`src/rtl/serial_add_driver.sv`:
```
// Parallel front end for a bit-serial adder: streams two latched operands LSB-first,
// drives the adder carry clear/carry-in, and gathers the serial sum into a parallel result.
module serial_add_driver #(
  parameter int WIDTH = 4
) (
  input  logic             clk,
  input  logic             reset,
  input  logic             start,
  output logic             ready,
  input  logic [WIDTH-1:0] op_a,
  input  logic [WIDTH-1:0] op_b,
  input  logic             cin,
  output logic             ser_clr,
  output logic             ser_a,
  output logic             ser_b,
  output logic             ser_cin,
  input  logic             ser_s,
  input  logic             ser_cout,
  output logic [WIDTH:0]   sum,
  output logic             done
);

  localparam int CW = (WIDTH > 1) ? $clog2(WIDTH) : 1;
  localparam logic [CW-1:0] LAST = CW'(WIDTH - 1);

  localparam logic [1:0] IDLE  = 2'd0;
  localparam logic [1:0] SHIFT = 2'd1;
  localparam logic [1:0] DONE  = 2'd2;

  logic [1:0]       state;
  logic [CW-1:0]    count;
  logic [WIDTH-1:0] a_sh;
  logic [WIDTH-1:0] b_sh;
  logic [WIDTH-1:0] res;
  logic [WIDTH-1:0] res_next;

  assign ready   = (state == IDLE);
  assign done    = (state == DONE);
  assign ser_clr = (state != SHIFT);

  // Sum bits enter at the top and drift down, so bit 0 ends at position 0 after WIDTH shifts.
  always_comb begin
    res_next            = res >> 1;
    res_next[WIDTH-1]   = ser_s;
  end

  always_ff @(posedge clk or negedge reset) begin
    if (!reset) begin
      state   <= IDLE;
      count   <= '0;
      a_sh    <= '0;
      b_sh    <= '0;
      res     <= '0;
      sum     <= '0;
      ser_a   <= 1'b0;
      ser_b   <= 1'b0;
      ser_cin <= 1'b0;
    end else begin
      case (state)
        IDLE: begin
          if (start) begin
            state   <= SHIFT;
            count   <= '0;
            res     <= '0;
            ser_a   <= op_a[0];
            ser_b   <= op_b[0];
            ser_cin <= cin;
            a_sh    <= op_a >> 1;
            b_sh    <= op_b >> 1;
          end
        end
        SHIFT: begin
          res     <= res_next;
          ser_cin <= 1'b0;
          if (count == LAST) begin
            state <= DONE;
            sum   <= {ser_cout, res_next};
            ser_a <= 1'b0;
            ser_b <= 1'b0;
          end else begin
            count <= count + 1'b1;
            ser_a <= a_sh[0];
            ser_b <= b_sh[0];
            a_sh  <= a_sh >> 1;
            b_sh  <= b_sh >> 1;
          end
        end
        DONE: begin
          state <= IDLE;
        end
        default: begin
          state   <= IDLE;
          ser_a   <= 1'b0;
          ser_b   <= 1'b0;
          ser_cin <= 1'b0;
        end
      endcase
    end
  end

endmodule

```
`config.mk`:
```
export PLATFORM = sky130hd
export DESIGN_NAME = serial_add_driver
export DESIGN_NICKNAME = d
export VERILOG_FILES = /design/src/rtl/serial_add_driver.sv
export SDC_FILE = /design/constraint.sdc
export NUM_CORES = 1
export LEC_CHECK = 0
export CAP_MARGIN = 10
export CORE_AREA = 2 2 43 55
export DETAILED_ROUTE_END_ITERATION = 6
export DIE_AREA = 0 0 45 57
export HOLD_SLACK_MARGIN = 0.02
export PLACE_DENSITY = 0.88
export SLEW_MARGIN = 0
export SYNTH_ARGS = -nofsm -noshare
export SYNTH_HDL_FRONTEND = slang
export SYNTH_SLANG_ARGS = --single-unit
export TNS_END_PERCENT = 50
```
`constraint.sdc`:
```
create_clock -name clk -period 2.2 [get_ports clk]
set_clock_uncertainty 0.05 [all_clocks]
set_input_delay 0.22 -clock clk [delete_from_list [all_inputs] [get_ports clk]]
set_output_delay 0.22 -clock clk [all_outputs]
set_load 0.02 [all_outputs]
```
==> metrics.txt <==
Clock transition at path regs 0.11 ns; FP Rows 19; Inserted Diodes 0; sequential power share 38.6%; CP Capture Type primary output; Worst R2R Setup Slack 0.61 ns; Final WS setup 0.2066 ns; CTS root buf clkbuf_4; Total Neg Setup Slack 0 ns; Peak VDD IR 0.6725 mV; PwrDens 1329 nW/um2; Yosys reg bits 21; status completed; cts repair resizes 0; Die Wd 45 um; final slew viol count 0; Final ANT Viol Nets 0; Avg Inst Size Synth 12.23 um2; Worst R2R Start state[1]; CTS max path bufs 2; Starting Density 46.17%; pin count of the biggest net entering global routing 22; Slew @ Worst Pin 0.3462 ns; IO Count 25; sequential cell area fraction in the yosys report 54.40%; final period demand of the worst path 1.993 ns; cell taking the most area after synthesis dfrtp_1; Syn Inst Count 79; Synth top area share 54.40%; GRT Resource Usage Total 16.56%; commonest non-fill, non-tap cell in the layout clkdlybuf4s50_1; clock latency at the later pin of the worst-skew pair 0.31 ns; fmax 501.7 MHz; PortBufs 24; DR vias/cell 5.386; H-Tree Depth 1; TritonCTS clock tree done; sw frac 35.97%; CORE AREA 2092 um2; DR pass1 iterations 4; total global routing overflow 0; Final nets 123; reg2reg end b_sh[1]; Mapped Area 965.9 um2; Synth Net Count 95; startpoint types register; most frequent cells in the layout clkdlybuf4s50_1, dfrtp_1, mux2_2; area of the die 2565 um2; Sink Count 21; vias 684; Hold-fix buffers, CTS 0; DP Wirelength 1.316 mm; largest cells by area after synthesis dfrtp_1, mux2_2, mux2_1; initial DRC count 9; Worst EP arrival 1.72 ns; Cell Int Power 1.073 mW; Critical Path Fanout Max 9; Critical Path RT 1.93 ns; share of post-route cells with drive strength above 1 16.98%; R2R cell count 4; period utilisation layout 90.61%; post-synthesis cell type count 20; GP Congestion 0.8223; Hold Violations, Final 0; Sw Pwr 603.1 uW; routed len/inst 13.99 um; post-CTS setup repair buffer count 0; # DRC 0; first-pass GRT wire length 3.056 mm; Clock power frac 11.1%; critical path type register to primary output; P&R area growth vs syn 30.57%; vias in the first global route 690; static leakage 0.5900 nW; wirelength, routed 1.777 mm; headroom to the max-slew limit 76.91%; Hold WC Path Type input pin to async pin; RSZ-0062 raised after global routing no; Die Y 57 um; initial antenna violation count 0; Gate power share 50.2%; Post-Place Setup Slack 0.5159 ns; YS warnings 0; Setup-failing EPs final 0; CTS Buf Count 3; number of max-cap violations 0
## power groups by stage
stage | registers (mW) | logic (mW) | clock network (mW)
2_1_floorplan | 0.707 | 0.495 | 0
3_3_place_gp | 0.650 | 0.821 | 0
3_5_place_dp | 0.657 | 0.848 | 0
4_1_cts | 0.649 | 0.852 | 0.192
5_1_grt | 0.668 | 0.920 | 0.204
6_report | 0.647 | 0.842 | 0.187
## synth_stat cells
master,number
o21bai_2,1
mux2i_1,3
mux2_2,10
a22o_1,3
a21o_1,3
dfrtp_1,21
nor2b_1,4
inv_1,2
a21oi_1,4
clkbuf_1,2
nor2_1,6
o21ai_0,2
inv_2,1
ha_1,2
nor2b_4,1
nand2_1,4
nand3b_1,4
mux2_1,4
o21bai_1,1
buf_2,1
## final cells by class
type                       instances  area, um2
clock buffer                       4      26.28
inverter                           3      11.26
timing repair buffer              26      255.2
sequential                        21      525.5
tap                               21      26.28
fill                             179      830.8
multi-input combinational         52      416.7
## critical path, stage by stage, from the launching register on
cell and delay (ns):
dfrtp_1 0.54, nor2b_4 0.11, inv_2 0.15, clkdlybuf4s50_1 0.62
## worst max-delay path by stage
stage	from	endpoint	cells after the start	slack [ns]
2_1_floorplan	state[1]	a_sh[0]	5	0.70
3_3_place_gp	start	b_sh[1]	3	0.57
4_1_cts	state[1]	ser_clr	3	0.19
5_1_grt	state[1]	ser_clr	3	0.13
6_report	state[1]	ser_clr	3	0.21
3_5_place_dp	start	ser_cin	4	0.52
## per-layer routing
layer  global-route usage (%)  vias up  share of wire [%]
met5                        0        -                  0
met1                    22.32      332                 44
met4                    11.34        0                3.3
met2                    24.08       22                 46
li1                         -      325                  -
met3                    2.532        5                5.8
## flip-flops by register name, indices dropped and copies added (netlist names)
signal	cells
count	2
state	2
ser_cin	1
a_sh	3
ser_b	1
ser_a	1
b_sh	3
res	3
sum	5
## stage by stage
stage	util [%]	hold slack (ns)	instance area [um2]	cells	power (mW)
final	60.29	0.1884	1261	127	1.676
after global placement	59.03	0.4126	1235	123	1.471
after global routing	60.29	0.2114	1261	127	1.791
after CTS	60.29	0.1937	1261	127	1.693
after detailed placement	59.03	0.4158	1235	123	1.505
after floorplan	-	-0.1256	965.9	79	1.202
## cells by family (layout without fill, tap and decap cells)
| family | after synthesis | in the layout | synth area share, % |
|---|---|---|---|
| AND/OR/NAND/NOR | 19 | 19 | 11.01 |
| adder cells (fa/ha/maj) | 2 | 2 | 2.590 |
| buffers and inverters | 6 | 33 | 2.461 |
| AO/OA/AOI/OAI | 14 | 14 | 10.10 |
| flip-flops | 21 | 21 | 54.40 |
| multiplexers | 17 | 17 | 19.43 |
Power figures use the tool's default switching activity.
